<file path="src/rtl/ifu_fetch_if.sv">
// ----------------------------------------------------------------------------
// ifu_fetch_if : instruction-memory read channel between the fetch unit and
//                instruction memory.
//   imem_req_o   fetch -> mem  read request, held until imem_ack_i
//   imem_addr_o  fetch -> mem  word-aligned fetch address
//   imem_ack_i   mem -> fetch  read completed this cycle (may coincide with req)
//   imem_rdata_i mem -> fetch  instruction word, valid with imem_ack_i
// Modports: master (fetch unit), slave (memory).
// ----------------------------------------------------------------------------
interface ifu_fetch_if;
   localparam int unsigned XLEN = 32;

   logic            imem_req_o;
   logic [XLEN-1:0] imem_addr_o;
   logic            imem_ack_i;
   logic [XLEN-1:0] imem_rdata_i;

   modport master (
      output imem_req_o,
      output imem_addr_o,
      input  imem_ack_i,
      input  imem_rdata_i
   );

   modport slave (
      input  imem_req_o,
      input  imem_addr_o,
      output imem_ack_i,
      output imem_rdata_i
   );
endinterface

</file>
<file path="src/rtl/ifu_fetch.sv">
// ----------------------------------------------------------------------------
// ifu_fetch : instruction fetch unit. Issues one outstanding read at a time to
//             instruction memory and buffers returned words in a 2-entry FIFO
//             of {pc, inst} pairs whose head is presented to decode.
// Ports:
//   clk             clock, rising edge
//   rst             asynchronous active-low reset
//   stall_i         decode not ready; head entry is not consumed
//   branch_flag_i   one-cycle redirect request
//   branch_target_i redirect address (low two bits ignored)
//   imem            ifu_fetch_if.master instruction-memory read channel
//   pc_o / inst_o   head entry (zero when FIFO empty)
//   inst_valid_o    FIFO not empty
//   bubble_cnt_o    (IFU_PERF_EN only) saturating count of decode-ready
//                   cycles with no valid instruction
// Optional feature macro: IFU_PERF_EN
// ----------------------------------------------------------------------------
module ifu_fetch #(
   parameter logic [31:0] RESET_PC = 32'h0000_0000
) (
   input  logic        clk,
   input  logic        rst,
   input  logic        stall_i,
   input  logic        branch_flag_i,
   input  logic [31:0] branch_target_i,
   ifu_fetch_if.master imem,
   output logic [31:0] pc_o,
   output logic [31:0] inst_o,
   output logic        inst_valid_o
`ifdef IFU_PERF_EN
   ,
   output logic [31:0] bubble_cnt_o
`endif
);

   localparam int unsigned XLEN  = 32;
   localparam int unsigned CNT_W = 2;

   typedef enum logic [1:0] {
      IDLE = 2'd0,
      REQ  = 2'd1,
      DROP = 2'd2
   } state_e;

   state_e                       state_q, state_d;
   logic [XLEN-1:0]              fetch_pc_q, fetch_pc_d;
   logic [XLEN-1:0]              req_addr_q, req_addr_d;
   logic                         req_q, req_d;
   logic                         head_q, head_d;
   logic [CNT_W-1:0]             count_q, count_d;
   logic [1:0][XLEN-1:0]         ent_pc_q;
   logic [1:0][XLEN-1:0]         ent_inst_q;

   logic                         ack_in_req;
   logic                         push;
   logic                         pop;
   logic                         wr_idx;
   logic                         unused_tgt_lo;

   // Target is forced to word alignment, so its low bits are never used.
   assign unused_tgt_lo = ^branch_target_i[1:0];

   // Head entry presented combinationally; zeros when empty.
   assign inst_valid_o = (count_q != CNT_W'(0));
   assign pc_o         = inst_valid_o ? ent_pc_q[head_q]   : '0;
   assign inst_o       = inst_valid_o ? ent_inst_q[head_q] : '0;

   assign imem.imem_req_o  = req_q;
   assign imem.imem_addr_o = req_addr_q;

   // Only an ack to a live (non-dropped) request can be pushed; a redirect
   // in the same cycle discards it.
   assign ack_in_req = (state_q == REQ) & imem.imem_ack_i;
   assign push       = ack_in_req & ~branch_flag_i;
   assign pop        = inst_valid_o & ~stall_i;
   assign wr_idx     = head_q ^ count_q[0];

   // Next-state: FIFO bookkeeping, fetch pointer and request FSM.
   always_comb begin
      state_d    = state_q;
      fetch_pc_d = fetch_pc_q;
      head_d     = head_q;
      count_d    = count_q;
      req_d      = req_q;
      req_addr_d = req_addr_q;

      if (branch_flag_i) begin
         // Redirect flushes the FIFO and wins over any pop or push.
         count_d    = CNT_W'(0);
         fetch_pc_d = {branch_target_i[XLEN-1:2], 2'b00};
      end else begin
         count_d = count_q + CNT_W'(push) - CNT_W'(pop);
         if (pop) begin
            head_d = ~head_q;
         end
         if (push) begin
            fetch_pc_d = fetch_pc_q + XLEN'(4);
         end
      end

      unique case (state_q)
         IDLE: begin
            // Uses the post-edge count so a pop restarts fetch without a gap.
            if (count_d < CNT_W'(2)) begin
               state_d = REQ;
            end
         end
         REQ: begin
            if (imem.imem_ack_i) begin
               state_d = (count_d < CNT_W'(2)) ? REQ : IDLE;
            end else if (branch_flag_i) begin
               // Request cannot be withdrawn; wait out its ack and discard it.
               state_d = DROP;
            end
         end
         DROP: begin
            if (imem.imem_ack_i) begin
               state_d = REQ;
            end
         end
         default: state_d = IDLE;
      endcase

      req_d = (state_d != IDLE);
      // While dropping, the old address stays on the bus until its ack.
      req_addr_d = (state_d == DROP) ? req_addr_q : fetch_pc_d;
   end

   // State and FIFO registers.
   always_ff @(posedge clk or negedge rst) begin
      if (!rst) begin
         state_q    <= IDLE;
         fetch_pc_q <= RESET_PC;
         req_addr_q <= RESET_PC;
         req_q      <= 1'b0;
         head_q     <= 1'b0;
         count_q    <= CNT_W'(0);
         ent_pc_q   <= '0;
         ent_inst_q <= '0;
      end else begin
         state_q    <= state_d;
         fetch_pc_q <= fetch_pc_d;
         req_addr_q <= req_addr_d;
         req_q      <= req_d;
         head_q     <= head_d;
         count_q    <= count_d;
         if (push) begin
            ent_pc_q[wr_idx]   <= req_addr_q;
            ent_inst_q[wr_idx] <= imem.imem_rdata_i;
         end
      end
   end

`ifdef IFU_PERF_EN
   logic [XLEN-1:0] bubble_cnt_q;

   // Saturating count of cycles where decode was ready but got nothing.
   always_ff @(posedge clk or negedge rst) begin
      if (!rst) begin
         bubble_cnt_q <= '0;
      end else if (!inst_valid_o && !stall_i && (bubble_cnt_q != '1)) begin
         bubble_cnt_q <= bubble_cnt_q + XLEN'(1);
      end
   end

   assign bubble_cnt_o = bubble_cnt_q;
`endif

endmodule

</file>
<file path="src/flat_wrapper.sv">
// flat-port wrapper written by rule: the top's interface ports become plain ports
module ifu_fetch_flat 
#(
   parameter logic [31:0] RESET_PC = 32'h0000_0000
)
  (clk, rst, stall_i, branch_flag_i, branch_target_i, pc_o, inst_o, inst_valid_o, imem_imem_req_o, imem_imem_addr_o, imem_imem_ack_i, imem_imem_rdata_i);
  ifu_fetch_if imem_i ();
  input  logic clk;
  input  logic rst;
  input  logic stall_i;
  input  logic branch_flag_i;
  input  logic [31:0] branch_target_i;
  output logic [31:0] pc_o;
  output logic [31:0] inst_o;
  output logic inst_valid_o;
  output wire logic [$bits(imem_i.imem_req_o)-1:0] imem_imem_req_o;
  output wire logic [$bits(imem_i.imem_addr_o)-1:0] imem_imem_addr_o;
  input wire logic [$bits(imem_i.imem_ack_i)-1:0] imem_imem_ack_i;
  input wire logic [$bits(imem_i.imem_rdata_i)-1:0] imem_imem_rdata_i;
  assign imem_imem_req_o = imem_i.imem_req_o;
  assign imem_imem_addr_o = imem_i.imem_addr_o;
  assign imem_i.imem_ack_i = imem_imem_ack_i;
  assign imem_i.imem_rdata_i = imem_imem_rdata_i;
  ifu_fetch #(.RESET_PC(RESET_PC)) u_core (.clk(clk), .rst(rst), .stall_i(stall_i), .branch_flag_i(branch_flag_i), .branch_target_i(branch_target_i), .imem(imem_i), .pc_o(pc_o), .inst_o(inst_o), .inst_valid_o(inst_valid_o));
endmodule
</file>
<file path="config.mk">
export PLATFORM = sky130hd
export DESIGN_NAME = ifu_fetch_flat
export DESIGN_NICKNAME = d
export VERILOG_FILES = /design/src/rtl/ifu_fetch_if.sv /design/src/rtl/ifu_fetch.sv /design/src/flat_wrapper.sv
export SDC_FILE = /design/constraint.sdc
export NUM_CORES = 1
export LEC_CHECK = 0
export ABC_AREA = 0
export BUFFER_PORTS_ARGS = -buffer_cell sky130_fd_sc_hd__clkbuf_2
export CELL_PAD_IN_SITES_DETAIL_PLACEMENT = 0
export CELL_PAD_IN_SITES_GLOBAL_PLACEMENT = 1
export CORE_ASPECT_RATIO = 1.2
export CORE_UTILIZATION = 45
export CTS_CLUSTER_SIZE = 10
export DETAILED_ROUTE_END_ITERATION = 10
export GPL_ROUTABILITY_DRIVEN = 0
export PLACE_DENSITY_LB_ADDON = 0.25
export RECOVER_POWER = 50
export SLEW_MARGIN = 20
export SYNTH_ARGS = -nofsm -noshare
export SYNTH_HDL_FRONTEND = slang
export SYNTH_SLANG_ARGS = --single-unit
</file>
<file path="constraint.sdc">
create_clock -name clk -period 4.85 [get_ports clk]
set_input_delay 0.97 -clock clk [delete_from_list [all_inputs] [get_ports clk]]
set_output_delay 0.97 -clock clk [all_outputs]
set_load 0.03 [all_outputs]
</file>
==> reports/metrics.cfg <==
[status]
status = finished with violations
failed_checks = max-capacitance violations, max-slew violations

[placement]
port_buffers = 164
dp.final_hpwl_mm = 13.9
place_area_um2 = 10200

[grt]
grt_antenna_before_repair = 0
overflow = 0
grt_pass1_vias = 6316
grt_pass1_wl_mm = 33.3
grt_usage_pct = 20.5
grt_max_degree = 128

[floorplanning]
initial_core_util_pct = 46.3
die_h_um = 158
pin_count = 167
coreArea_um2 = 19700
die-area_um2 = 20800
die_w_um = 132
num_rows = 56

[critical_path]
path_max_fanout = 42
critPathRequiredTime_ns = 5.16
crit_path_top_delay_cell = clkbuf_1
r2r_setup_slack_ns = 2.25
critPathMaxStageDelay_ns = 1.26
crit_path_end_kind = flop
path_class = input port to flop
worstPathCellList = clkbuf_1 -> clkbuf_1 -> inv_2 -> mux2_2 -> mux2_2
startpoint_type = input port
cp.arrival_ns = 3.96

[power_and_ir_drop]
peakVddDrop_v = 0.000306
power_frac_seq_pct = 39.4
p_per_area_nw_per_um2 = 653
p_int_uw = 4190
p_sw_uw = 2790
pwr-share-clk_pct = 19.8
leakage_uw = 0.00502
pwr-share-comb_pct = 40.8
p_sw_share_pct = 40.0

[synth]
synth_fp_nets = 812
seq_area_frac_synth_pct = 54.4
synth_edf_count = 0
ys_dominant_reg_cell = dfrtp_1
netlist_instances = 740
syn_avg_cell_area_um2 = 12.3
synth_area_um2 = 9110
synth_seq_cells = 198
yosys_warnings = 0
synthArstFlopShare_pct = 100
synth.distinct_cells = 46
synth_largest_area_cell = dfrtp_1
synthTopCellsByArea = dfrtp_1 54%, mux2_2 19%, mux2i_1 7.3%
yosys.area.top_type_share_pct = 54.4

[sta]
finalMaxSlewViolations = 116
period_share_pct = 75.3
fin_setup_tns_ns = 0
max_freq_mhz = 274
grt_setup_unrepaired = false
finalSetupViolCount = 0
skew_ns = 0.00937
relSlewSlack_pct = -17.6
tightest_slew_ns = 1.76
report.final.hold_viol_count = 0
min_period_ns = 3.65

[hold_path]
hold_class = flop to flop

[final_layout]
finalNetCount = 959
area_growth_pct = 17.4
drive_gt1_share_pct = 37.1
final_common_cell = dfrtp_1
diodes = 0
final_cell_mix = 197 x dfrtp_1, 155 x mux2_2, 133 x clkbuf_2
final_cell_area_um2 = 10700

[routing]
vias_per_cell = 5.38
postRouteAntennaNets = 0
routed_wl_mm = 20.6
drcViolationCount = 0
drt-initial-drc-count = 283
wl_per_cell_um = 17.7
dr.pass1.iters = 4
num_vias = 6250

[cts]
insertion_delay_ns = 0.42
clkTransAtPathRegs_ns = 0.07
clockRootBuffer = clkbuf_16
hold_buffers = 0
clock_sinks = 198
cts_tree = yes
postCtsSetupRepairBufs = 0
numCtsBuffers = 17
clockBufferDepth = 2
htree_levels = 4
cts-resized-gates = 0

[flow_run]
drv_cap = 2

through the flow:
step                      cells  worst slack [ns]  hold WS (ns)  utilization (%)  total power [µW]
after detailed placement   1129              1.54         0.492             51.7              5690
final                      1161              1.20         0.504             54.3              6980
after CTS                  1161              1.35         0.508             54.6              7080
after floorplan             740              2.26         0.472                -              4830
after global routing       1161             0.904         0.514             54.3              7410
after global placement     1129              1.63         0.485             51.7              5550
layout make-up:
class                      count  area (µm²)
multi-input combinational    490        3950
timing repair buffer         171         847
fill                        1749        8990
clock inverter                14         143
inverter                       9        33.8
tap                          261         327
clock buffer                  18         439
sequential                   198        4960
final timing paths:
check                                                  from                                       to  depth (start not counted)
min                        u_core.ent_inst_q[5]$_DFFE_PN0P_         u_core.ent_inst_q[5]$_DFFE_PN0P_                          1
max                                           branch_flag_i  u_core.imem.imem_addr_o[10]$_DFFE_PN0P_                          5
min in group asynchronous                               rst        u_core.ent_inst_q[23]$_DFFE_PN0P_                          1
max reg2reg                       u_core.head_q$_DFFE_PN0P_          u_core.ent_pc_q[28]$_DFFE_PN0P_                          4
max in group asynchronous                               rst        u_core.ent_inst_q[56]$_DFFE_PN0P_                          2
min reg2reg                u_core.ent_inst_q[5]$_DFFE_PN0P_         u_core.ent_inst_q[5]$_DFFE_PN0P_                          1
flip-flops by register name, summed over array words and instances (netlist names):
| signal | cells |
|---|---|
| u_core.count_q | 2 |
| u_core.ent_pc_q | 64 |
| u_core.imem.imem_addr_o | 32 |
| u_core.head_q | 1 |
| u_core.imem.imem_req_o | 1 |
| u_core.state_q | 2 |
| u_core.fetch_pc_q | 32 |
| u_core.ent_inst_q | 64 |
cells in the mapped netlist, types with 5 or more instances:
cell type / count
mux2i_1: 66
nor3_1: 6
nand4_1: 17
dfrtp_1: 198
mux2_2: 155
o21ai_0: 14
inv_1: 8
a221o_1: 13
buf_1: 5
and3_1: 16
clkbuf_1: 19
xnor2_1: 18
xor2_1: 8
nand2_1: 39
nand3_1: 9
nor2_1: 84
nor4_1: 7
buf_2: 17
cell families (layout without fill, tap and decap cells):
group	count (synthesis)	after routing	share of synthesized area, %
AOI/OAI and AO/OA	42	42	3.34
xor gates and xnor gates	26	26	2.50
adders and majority gates	3	3	0.412
buffers and inverters	52	212	2.50
DFF	198	198	54.4
muxes	221	221	26.4
and+or+nand+nor	198	198	10.5
power groups by stage:
stage | Clock, µW | Sequential (µW) | Combinational (µW)
2_1_floorplan | 0 | 2690 | 2140
4_1_cts | 1420 | 2750 | 2910
3_5_place_dp | 0 | 2780 | 2900
3_3_place_gp | 0 | 2720 | 2830
6_report | 1380 | 2750 | 2850
5_1_grt | 1490 | 2840 | 3080
critical path, delay by kind of cell:
family	cells	cell delay [ns]
buffers and inverters	3	2.26
multiplexers	2	0.72
layer usage:
metal	wire (µm)	global-route usage, %
met1	9170	26.4
met2	10400	35.9
met3	856	3.52
met4	150	4.98
met5	0	0
Note: power is estimated with default switching activity, not from simulation.
